<file path="src/rtl/keypad_digit_entry.sv">
// keypad_digit_entry
// Keypad front end for the timer-entry path. Raw one-hot key lines are
// synchronised (2 flops), debounced for press and release, encoded to a
// 4-bit code and announced with a single-cycle strobe per press. Digit keys
// (codes 0..9) shift into a DIGITS-deep BCD entry register, newest digit in
// bits [3:0].
//
// Parameters:
//   NUM_KEYS        number of keypad lines (2..16), key i encodes to code i
//   DIGITS          BCD digits held in the entry register (1..8)
//   DEBOUNCE_CYCLES stable synchronised samples needed for press and release
//
// Ports:
//   clk        rising-edge clock
//   rst        asynchronous active-high reset
//   keypad     raw key lines, active-high, asynchronous to clk
//   enablen    active-low enable; high forces the FSM to IDLE
//   clear      synchronous clear of digit register and digit count
//   keyCode    code of last accepted key
//   keyStrobe  one-cycle pulse per accepted press
//   keyValidn  low while an accepted key is held or releasing
//   digits     BCD entry, digit 0 = bits [3:0] = most recent
//   digitCount number of digits entered, saturates at DIGITS
//   full       high when digitCount == DIGITS
module keypad_digit_entry #(
    parameter int NUM_KEYS        = 10,
    parameter int DIGITS          = 4,
    parameter int DEBOUNCE_CYCLES = 4
) (
    input  logic                  clk,
    input  logic                  rst,
    input  logic [NUM_KEYS-1:0]   keypad,
    input  logic                  enablen,
    input  logic                  clear,
    output logic [3:0]            keyCode,
    output logic                  keyStrobe,
    output logic                  keyValidn,
    output logic [4*DIGITS-1:0]   digits,
    output logic [3:0]            digitCount,
    output logic                  full
);

    localparam int CW = (DEBOUNCE_CYCLES < 2) ? 1 : $clog2(DEBOUNCE_CYCLES + 1);
    // Counter value at which one more stable sample completes the debounce.
    localparam logic [CW-1:0] C_LAST   = CW'(DEBOUNCE_CYCLES - 1);
    localparam logic [3:0]    C_DIGITS = 4'(DIGITS);

    typedef enum logic [1:0] {
        S_IDLE     = 2'd0,
        S_DEBOUNCE = 2'd1,
        S_HELD     = 2'd2,
        S_RELEASE  = 2'd3
    } state_t;

    state_t                r_state;
    logic [NUM_KEYS-1:0]   r_sync1;
    logic [NUM_KEYS-1:0]   r_sync2;
    logic [NUM_KEYS-1:0]   r_latched;
    logic [CW-1:0]         r_cnt;
    logic [3:0]            r_keyCode;
    logic                  r_keyStrobe;
    logic                  r_keyValidn;
    logic [4*DIGITS-1:0]   r_digits;
    logic [3:0]            r_count;
    logic                  r_full;

    logic                  w_single;
    logic                  w_none;
    logic                  w_match;
    logic                  w_enter_held;
    logic [3:0]            w_code;
    logic [4*DIGITS-1:0]   w_digits_next;
    logic [3:0]            w_count_next;

    // Index of the set bit of a one-hot pattern (lowest set bit wins).
    function automatic logic [3:0] f_encode(input logic [NUM_KEYS-1:0] v);
        logic [3:0] code;
        code = 4'd0;
        for (int i = NUM_KEYS - 1; i >= 0; i--) begin
            if (v[i]) begin
                code = 4'(i);
            end else begin
                code = code;
            end
        end
        return code;
    endfunction

    // True when exactly one key line is active.
    function automatic logic f_is_single(input logic [NUM_KEYS-1:0] v);
        return (v != '0) && ((v & (v - NUM_KEYS'(1))) == '0);
    endfunction

    // Shift a new BCD digit into position 0, dropping the oldest digit.
    function automatic logic [4*DIGITS-1:0] f_shift_in(input logic [4*DIGITS-1:0] d,
                                                       input logic [3:0]          code);
        logic [4*DIGITS-1:0] r;
        r = d;
        for (int i = DIGITS - 1; i > 0; i--) begin
            r[4*i +: 4] = d[4*(i-1) +: 4];
        end
        r[3:0] = code;
        return r;
    endfunction

    // Classify the synchronised key pattern and detect the HELD-entry edge.
    always_comb begin
        w_single     = f_is_single(r_sync2);
        w_none       = (r_sync2 == '0);
        w_match      = (r_sync2 == r_latched);
        w_enter_held = 1'b0;
        w_code       = f_encode(r_latched);
        if (enablen) begin
            w_enter_held = 1'b0;
        end else begin
            case (r_state)
                S_IDLE: begin
                    // With a single-sample debounce the press is accepted straight from IDLE.
                    w_enter_held = w_single && (DEBOUNCE_CYCLES == 1);
                    w_code       = f_encode(r_sync2);
                end
                S_DEBOUNCE: begin
                    w_enter_held = w_match && (r_cnt == C_LAST);
                end
                default: begin
                    w_enter_held = 1'b0;
                end
            endcase
        end
    end

    // Next value of the digit register and count; clear overrides an accept.
    always_comb begin
        w_digits_next = r_digits;
        w_count_next  = r_count;
        if (clear) begin
            w_digits_next = '0;
            w_count_next  = 4'd0;
        end else if (w_enter_held && (w_code < 4'd10)) begin
            w_digits_next = f_shift_in(r_digits, w_code);
            if (r_count < C_DIGITS) begin
                w_count_next = r_count + 4'd1;
            end else begin
                w_count_next = r_count;
            end
        end else begin
            w_digits_next = r_digits;
            w_count_next  = r_count;
        end
    end

    // Synchroniser plus press/release debounce FSM with registered key outputs.
    always_ff @(posedge clk or posedge rst) begin
        if (rst) begin
            r_sync1     <= '0;
            r_sync2     <= '0;
            r_state     <= S_IDLE;
            r_latched   <= '0;
            r_cnt       <= '0;
            r_keyCode   <= 4'd0;
            r_keyStrobe <= 1'b0;
            r_keyValidn <= 1'b1;
        end else begin
            r_sync1     <= keypad;
            r_sync2     <= r_sync1;
            r_keyStrobe <= 1'b0;
            if (enablen) begin
                r_state     <= S_IDLE;
                r_cnt       <= '0;
                r_keyValidn <= 1'b1;
            end else if (w_enter_held) begin
                r_state     <= S_HELD;
                r_cnt       <= '0;
                r_keyCode   <= w_code;
                r_keyStrobe <= 1'b1;
                r_keyValidn <= 1'b0;
                if (r_state == S_IDLE) begin
                    r_latched <= r_sync2;
                end else begin
                    r_latched <= r_latched;
                end
            end else begin
                case (r_state)
                    S_IDLE: begin
                        if (w_single) begin
                            r_state   <= S_DEBOUNCE;
                            r_latched <= r_sync2;
                            r_cnt     <= CW'(1);
                        end else begin
                            r_state <= S_IDLE;
                        end
                    end
                    S_DEBOUNCE: begin
                        if (w_match) begin
                            r_cnt <= r_cnt + CW'(1);
                        end else begin
                            r_state <= S_IDLE;
                            r_cnt   <= '0;
                        end
                    end
                    S_HELD: begin
                        if (w_none) begin
                            if (DEBOUNCE_CYCLES == 1) begin
                                r_state     <= S_IDLE;
                                r_cnt       <= '0;
                                r_keyValidn <= 1'b1;
                            end else begin
                                r_state <= S_RELEASE;
                                r_cnt   <= CW'(1);
                            end
                        end else begin
                            r_state <= S_HELD;
                        end
                    end
                    S_RELEASE: begin
                        if (!w_none) begin
                            // Key came back during release: resume HELD without a new strobe.
                            r_state <= S_HELD;
                            r_cnt   <= '0;
                        end else if (r_cnt == C_LAST) begin
                            r_state     <= S_IDLE;
                            r_cnt       <= '0;
                            r_keyValidn <= 1'b1;
                        end else begin
                            r_cnt <= r_cnt + CW'(1);
                        end
                    end
                    default: begin
                        r_state <= S_IDLE;
                        r_cnt   <= '0;
                    end
                endcase
            end
        end
    end

    // Digit entry register, digit count and full flag.
    always_ff @(posedge clk or posedge rst) begin
        if (rst) begin
            r_digits <= '0;
            r_count  <= 4'd0;
            r_full   <= 1'b0;
        end else begin
            r_digits <= w_digits_next;
            r_count  <= w_count_next;
            r_full   <= (w_count_next == C_DIGITS);
        end
    end

    assign keyCode    = r_keyCode;
    assign keyStrobe  = r_keyStrobe;
    assign keyValidn  = r_keyValidn;
    assign digits     = r_digits;
    assign digitCount = r_count;
    assign full       = r_full;

endmodule

</file>
<file path="config.mk">
export PLATFORM = sky130hd
export DESIGN_NAME = keypad_digit_entry
export DESIGN_NICKNAME = d
export VERILOG_FILES = /design/src/rtl/keypad_digit_entry.sv
export SDC_FILE = /design/constraint.sdc
export NUM_CORES = 1
export LEC_CHECK = 0
export CORE_MARGIN = 1
export CORE_UTILIZATION = 48
export CTS_BUF_LIST = sky130_fd_sc_hd__clkbuf_8 sky130_fd_sc_hd__clkbuf_16
export CTS_CLUSTER_DIAMETER = 120
export DETAILED_ROUTE_END_ITERATION = 16
export GPL_TIMING_DRIVEN = 0
export PLACE_DENSITY = 0.74
export SYNTH_ARGS = -nofsm -noshare
export SYNTH_HDL_FRONTEND = slang
export SYNTH_SLANG_ARGS = --single-unit
</file>
<file path="constraint.sdc">
create_clock -name clk -period 2.9 [get_ports clk]
set_clock_uncertainty 0.2 [all_clocks]
set_input_delay 0.87 -clock clk [delete_from_list [all_inputs] [get_ports clk]]
set_output_delay 0.87 -clock clk [all_outputs]
set_load 0.02 [all_outputs]
</file>
==> flow_results.org, run 1 <==
** Synth
- Yosys mapped a number of flops with a built-in enable equal to 0.
- Synthesis inferred 62 register bits.
- Post-synthesis area per instance :: 11.0 um^2
- Summed over all instances, the cell type with the most area after synthesis is dfrtp_1.
- Sequential fraction of the synthesis area :: 58.1%
- After synthesis, the netlist uses 44 different library cells.
- The number of nets handed over by synthesis was 262.
- Commonest cells in the netlist :: 61 x dfrtp_1, 33 x nand2_1, 26 x nor2_1
- The synthesized design devotes to its leading area cell type 57.1% of total area.
- Instance count of the mapped netlist :: 244
- Sorting the synthesized cells by area gives the leading types as dfrtp_1 57%, nand2_1 4.6%, nor2_1 3.6%.
- Netlist Area Pre-Place :: 0.00267 mm^2
- Of all flip-flops after synthesis, the portion carrying an async set or reset was 100%.
- Count of synthesis-stage warnings from yosys :: 0
- Most common cell in the netlist :: dfrtp_1
- Main synth FF type :: dfrtp_1

** Detailed routing
- Final Routed Wirelength :: 5250 um
- After detailed routing, the number of remaining DRC violations is 0.
- Antenna-violating nets left :: 0
- DRT iter0 DRCs :: 100
- The first TritonRoute pass finished after 5 iterations.
- Via density per instance :: 5.31
- The routed layout has 1,992 vias.
- Dividing the detail-routed wire length by the instance count gives 14.0 um.

** STA
- The final number of hold-violating endpoints came to 0.
- Timing would allow up to 358 MHz.
- Hold Slack :: 0.140 ns
- Dividing the final minimum period by the clock period gives 96.4%.
- Final setup viols :: 0
- The worst path needs 2.79 ns of the cycle, external delays included.
- Measured against its own limit, the worst slew margin works out to 65.4%.
- RSZ-0062 raised after global routing :: no
- Number of pins with negative max-slew slack in the final report :: 0
- Setup TNS :: 0 ns
- Slew of the pin with the lowest slew margin :: 0.518 ns

** Critical path
- CP max stage cell :: or4_1
- Cell Chain, Critical Path :: or4_1, buf_2, o22ai_1, or3b_4, nor4_4, buf_4, buf_6, mux2_4
- Along the worst path, the maximum fanout reaches 6.
- On the critical path the largest part of the delay comes from simple AND/OR/NAND/NOR gates.
- Data required, critical path :: 2.92 ns
- Worst reg2reg setup slack :: 0.11 ns
- The number of buffers and inverters on the critical path is 3.
- R2r worst-path depth :: 8
- The endpoint identified for the worst register-to-register timing path is r_latched[5].
- Startpoint class of the critical path :: register
- Launch instance of the worst register-to-register path :: r_sync2[0]
- STA puts the critical path data arrival time at 2.81 ns.
- Path type of the worst setup path :: register to register
- On the worst path, the slowest cell contributes a delay of 0.53 ns.
- Crit. End Element :: register

** Global route
- Total overflow reported by the global router :: 0
- First-pass GRT wire length :: 9010 um
- Vias in the first global route :: 1,869
- Entering global routing, the biggest net connects 40 pins.
- Across every metal layer, demand over resource in global routing totals 20.3%.
- Initial antenna violation count :: 0

** Clock tree
- Clock latency on the worst-skew pair, taken at its later pin, is 0.34 ns.
- The tree built by TritonCTS fans out to 62 sinks.
- Deepest clock path buffer count :: 2
- TritonCTS built the clock tree.
- After clock tree synthesis, the clock-pin slew on the worst setup and hold paths is 0.06 ns.
- Clock root buffer :: clkbuf_8
- Number of buffers inserted during clock tree synthesis :: 9
- CTS H-Tree Depth :: 3

** Power
- Per report_power, the combinational group accounts for 5.5% of the total.
- Static leakage power :: 1.51 nW
- NetSw :: 0.386 mW
- Internal power comes to 1.39 mW.
- Maximum resistive drop on vdd :: 0.420 mV
- Sequential power share :: 51.0%
- Total Power :: 1.78 mW
- The clock network accounts for 43.5% of the total power.
- Power spread over the standard cell area amounts to 515 mW/mm^2.
- Sw frac :: 21.7%

** Placement
- The count of buffers added on input and output ports is 40.
- DP HPWL :: 3650 um
- The congestion estimate from routability-driven global placement came to 0.830.
- The placed instances occupy a cell area of 0.00318 mm^2.

** Floorplan
- Height of the die :: 76.6 um
- The total area inside the core boundary comes to 0.00524 mm^2.
- Standard-cell rows :: 26
- The die is 76.6 um wide.
- Once the floorplan was initialized, standard cells occupied 51.1% of the core.
- Area enclosed by the die boundary :: 0.00587 mm^2
- In this run the count of I/O pins placed on the die edge is 41.

** Hold path
- The worst hold path terminates at r_sync2[6].
- Along the worst hold path, the cell count comes to 0.
- The worst hold path belongs to the class register to register.
- Startpoint of the tightest hold check path :: r_sync1[6]

** Cells and area
- The finished cells cover 0.00345 mm^2.
- Final net count :: 319
- Fraction of layout cells with a size suffix above 1 :: 16.4%
- Layout filler cell count :: 431
- Antenna fix cells :: 0
- Area growth from synthesis to layout :: 29.0%

** Job
- Across the run, the number of max-cap violations was 0.

** Status
- Run status :: finished, final reports clean
[layer usage]
metal	vias to the layer above	global-route usage [%]	share of wire (%)
li1	971	-	-
met1	964	26.0	47
met2	43	31.6	48
met3	14	4.19	3.1
met4	0	12.3	2.4
met5	-	0	0
[kinds of logic (layout without fill, tap and decap cells)]
kind of cell               after synthesis  count (layout)  synth area share, %
AOI/OAI and AO/OA                       44              44                 11.2
xor gates and xnor gates                11              11                 3.60
adders and majority gates                4               4                 1.87
buffers and inverters                   23              84                 3.60
DFF                                     62              62                 58.1
muxes                                    9               9                 4.59
and+or+nand+nor                         91              91                 17.0
[per-stage QoR]
step	cells	util [%]	setup slack, ns
floorplan	244	-	0.136
global placement	354	60.4	-0.725
detailed placement	355	60.8	-0.230
CTS	370	64.8	0.0233
global route	375	65.8	0.0121
finish	375	65.8	0.106
[flip-flops by register name (all words and copies together) (netlist names)]
| name | cells |
|---|---|
| r_latched | 10 |
| keyStrobe | 1 |
| full | 1 |
| r_sync1 | 10 |
| keyValidn | 1 |
| r_cnt | 3 |
| digits | 16 |
| keyCode | 4 |
| r_sync2 | 10 |
| digitCount | 4 |
| r_state | 2 |
[worst max-delay path by stage]
stage | cells past startpoint | end | start | slack [ns]
after floorplan | 7 | r_latched[0] | r_sync2[0] | 0.14
after global placement | 2 | r_state[1] | rst | -0.73
after detailed placement | 8 | digits[3] | enablen | -0.23
after CTS | 7 | r_latched[5] | r_sync2[0] | 0.02
after global routing | 8 | r_latched[5] | r_sync2[0] | 0.01
final | 8 | r_latched[5] | r_sync2[0] | 0.11
[layout by cell type, fill, tap and decap left out, types with 3 or more instances in the layout]
| master | count |
|---|---|
| dfrtp_1 | 60 |
| clkdlybuf4s50_1 | 40 |
| nor4_1 | 5 |
| nor3_1 | 7 |
| ha_1 | 4 |
| a21oi_1 | 17 |
| clkbuf_8 | 12 |
| o32ai_1 | 3 |
| nand2_1 | 33 |
| buf_4 | 5 |
| mux2_4 | 6 |
| o21ai_0 | 3 |
| inv_1 | 11 |
| nand3b_1 | 3 |
| nor2_1 | 26 |
| clkbuf_1 | 6 |
| xor2_1 | 10 |
| or2_2 | 3 |
[repair_timing]
action / in CTS / in global routing
buffers inserted: 0 / 4
hold buffers: 0 / 0
endpoints found under the setup margin: 22 / 24
gates cloned: 0 / 1
gates resized for setup: 2 / 5
pin swaps: 1 / 1
[cell type report]
type / instances / area, um^2 / share of cell area [%]
plain buffers: 11 / 53.8 / 1.56
clock buffers: 12 / 165 / 4.79
clock inverters: 3 / 42.5 / 1.23
inverters: 12 / 45.0 / 1.31
multi-input cells: 159 / 1040 / 30.2
flip-flops and latches: 62 / 1550 / 45.1
well taps: 70 / 87.6 / 2.54
repair buffers: 46 / 458 / 13.3
[power groups by stage]
stage	clock network (mW)	registers, mW	logic [mW]
3_3_place_gp	0	0.921	0.0910
4_1_cts	0.791	0.906	0.0961
2_1_floorplan	0	0.916	0.0598
3_5_place_dp	0	0.922	0.0957
6_report	0.772	0.907	0.0972
5_1_grt	0.835	0.909	0.109
Power figures use the tool's default switching activity.
==> run 2, diff against run 1 <==
--- a/config.mk
+++ b/config.mk
@@ -5,13 +5,15 @@
 export SDC_FILE = /design/constraint.sdc
 export NUM_CORES = 1
 export LEC_CHECK = 0
+export ABC_AREA = 1
+export CAP_MARGIN = 40
 export CORE_MARGIN = 1
-export CORE_UTILIZATION = 48
+export CORE_UTILIZATION = 49
 export CTS_BUF_LIST = sky130_fd_sc_hd__clkbuf_8 sky130_fd_sc_hd__clkbuf_16
 export CTS_CLUSTER_DIAMETER = 120
 export DETAILED_ROUTE_END_ITERATION = 16
 export GPL_TIMING_DRIVEN = 0
-export PLACE_DENSITY = 0.74
+export PLACE_DENSITY = 0.75
 export SYNTH_ARGS = -nofsm -noshare
 export SYNTH_HDL_FRONTEND = slang
 export SYNTH_SLANG_ARGS = --single-unit
==> flow_results.org, run 2 <==
** Critical path
- The worst setup path is captured at a primary output.
- Largest delay share family, worst path :: buffers and inverters
- Data required, critical path :: 1.83 ns
- Path type of the worst setup path :: register to primary output
- Cell Chain, Critical Path :: clkdlybuf4s50_1
- Data arrival time of the worst path :: 1.46 ns
- The largest single stage delay on the critical path is 0.60 ns.
- Max FO, Critical Path :: 2
- The slowest stage of the critical path belongs to the cell clkdlybuf4s50_1.
- The number of buffers and inverters on the critical path is 1.
- Startpoint class of the critical path :: register

** Clock tree
- TritonCTS built the clock tree.
- Clock latency on the worst-skew pair, taken at its later pin, is 0.33 ns.
- Quantity of hold-fixing buffers added after cts :: 0
- Clock root buffer :: clkbuf_8
- Num Clock Sinks :: 62
- The number of gates resized after CTS was 0.
- Post-CTS Setup Repair Bufs :: 0
- Deepest clock path buffer count :: 2
- Clock tree synthesis inserted a total of 9 buffers.
- CTS H-Tree Depth :: 3
- After clock tree synthesis, the clock-pin slew on the worst setup and hold paths is 0.06 ns.

** Detailed routing
- Via density per instance :: 5.06
- DRT iter0 DRCs :: 109
- DRC Markers :: 0
- Once detail routing completed, the nets flagged for antenna violations numbered 0.
- Wires add up to 6040 um.
- The first TritonRoute pass finished after 4 iterations.
- Via Count :: 2,367
- Dividing the detail-routed wire length by the instance count gives 12.9 um.

** Global route
- First-pass GRT wire length :: 10,700 um
- Total overflow reported by the global router :: 0
- Global routing used 22.7% of the available tracks.
- Vias in the first global route :: 2,287
- Entering global routing, the biggest net connects 33 pins.
- Initial antenna violation count :: 0

** STA
- Slew of the pin with the lowest slew margin :: 0.650 ns
- Clock period minus worst slack :: 2.53 ns
- Count of endpoints failing hold in the final timing report :: 0
- In the final timing run, aggregate negative setup slack is 0 ns.
- Setup repair after global routing left no endpoint under its margin.
- Timing would allow up to 395 MHz.
- In this run the tightest slew margin relative to its limit is 56.6%.
- In the finished design, the share of the clock period the worst path needs comes to 87.3%.
- Final setup viols :: 0
- Number of pins with negative max-slew slack in the final report :: 0
- PnR worst setup slack :: 0.368 ns

** Synth
- The synthesized design devotes to its leading area cell type 51.8% of total area.
- Net count after synthesis :: 357
- Count of synthesis-stage warnings from yosys :: 0
- Cell types occupying the most area after synthesis :: dfrtp_1 52%, nand2_1 11%, inv_1 6.4%
- Commonest cells in the netlist :: 87 x nand2_1, 61 x dfrtp_1, 50 x inv_1
- Number of distinct library cell variants in the gate-level netlist after synthesis :: 38
- Sequential fraction of the synthesis area :: 52.7%
- For this run, the leading register cell type out of synthesis is dfrtp_1.
- Instance count of the mapped netlist :: 339
- Yosys reg bits :: 62
- Most common cell in the netlist :: nand2_1
- Post-synth EDFFs :: 0
- Netlist Area Pre-Place :: 0.00295 mm^2
- The average instance in the mapped netlist occupies 8.70 um^2.
- Of all cell types, the one taking the most synthesized area is dfrtp_1.
- Post-synthesis async set-or-reset flop share :: 100%

** Placement
- Detailed placement ended at an HPWL of 4630 um.
- The placed instances occupy a cell area of 0.00346 mm^2.
- Placed cells :: 452
- Routability-driven placement finished with a final weighted congestion of 0.938.
- Count of input and output buffers :: 40
- Pre-CTS setup slack :: 0.215 ns

** Floorplan
- Core box area :: 0.00564 mm^2
- Once the floorplan was initialized, standard cells occupied 52.3% of the core.
- 41 I/O pins were placed.
- Area enclosed by the die boundary :: 0.00633 mm^2
- Overall die width :: 79.6 um
- Standard-cell rows :: 27
- Measured along the y axis, the die boundary spans 79.6 um.

** Status
- Run status :: finished, final reports clean

** Cells and area
- Most frequent cells in the layout :: 87 x nand2_1, 61 x dfrtp_1, 50 x inv_1
- After the flow finishes, the layout carries non-filler instances totaling 468.
- Final instance area :: 0.00366 mm^2
- Counting the fill cells in the layout gives 498.
- Final net count :: 409
- The register with the most flip-flops in the layout has 16 of them.
- Fraction of layout cells with a size suffix above 1 :: 14.9%
- Leaving out fill and tap cells, the most frequent cell in the layout is nand2_1.
- Area growth from synthesis to layout :: 24.1%
- The number of antenna diodes in the final layout is 0.

** Job
- Reported max-cap violation count :: 0

** Power
- Summed over all cells, the static leakage comes to 1.76 nW.
- PD cells :: 495 mW/mm^2
- Maximum resistive drop on vdd :: 0.322 mV

** Hold path
- Path class of the lowest-slack min-delay path :: register to register
## run 2: cell families (layout without fill, tap and decap cells)
logic type	count (synthesis)	after routing	share of synthesized area, %
AND/OR/NAND/NOR	154	154	24.5
buffers and inverters	65	122	9.21
flip-flops	62	62	52.7
AO/OA/AOI/OAI	53	53	11.7
adder cells (fa/ha/maj)	4	4	1.70
XOR/XNOR	1	1	0.297
## run 2: area by class of cell
| type | instances | area [um^2] | area share [%] |
|---|---|---|---|
| clock inverter | 5 | 48.8 | 1.33 |
| clock buffer | 11 | 151 | 4.14 |
| tap | 72 | 90.1 | 2.46 |
| inverter | 61 | 233 | 6.36 |
| sequential | 62 | 1550 | 42.4 |
| multi-input combinational | 212 | 1120 | 30.7 |
| buffer | 4 | 38.8 | 1.06 |
| timing repair buffer | 41 | 420 | 11.5 |
## run 2: final timing paths
| kind | start | endpoint | slack, ns | cells past startpoint |
|---|---|---|---|---|
| setup / recovery | keyValidn | keyValidn | 0.37 | 1 |
| hold / removal | r_sync1[5] | r_sync2[5] | 0.15 | 0 |
| setup reg to reg | r_sync2[4] | digits[4] | 0.78 | 13 |
| hold reg to reg | r_sync1[5] | r_sync2[5] | 0.15 | 0 |
| max in group asynchronous | rst | r_latched[4] | 1.16 | 3 |
| min in group asynchronous | rst | digitCount[2] | 0.75 | 2 |
## run 2: through the flow
step           utilization [%]  hold WS [ns]  total power, mW
2_1_floorplan                -         0.131             1.02
5_1_grt                   64.9         0.157             1.89
6_report                  64.9         0.150             1.81
4_1_cts                   64.9         0.151             1.83
3_3_place_gp              61.0         0.131             1.07
3_5_place_dp              61.3         0.136             1.07
## run 2: power by group
| group | internal, mW | switching (mW) | total, mW |
|---|---|---|---|
| Clock | 0.436 | 0.319 | 0.755 |
| Sequential | 0.888 | 0.0177 | 0.906 |
| Combinational | 0.0536 | 0.0964 | 0.150 |
## run 2: routing by layer
metal,track usage (%),up-vias,part of all wire [%]
li1,-,1191,-
met1,28.7,1093,47
met2,36.2,69,47
met3,5.03,14,4.0
met4,11.8,0,2.5
met5,0,-,0
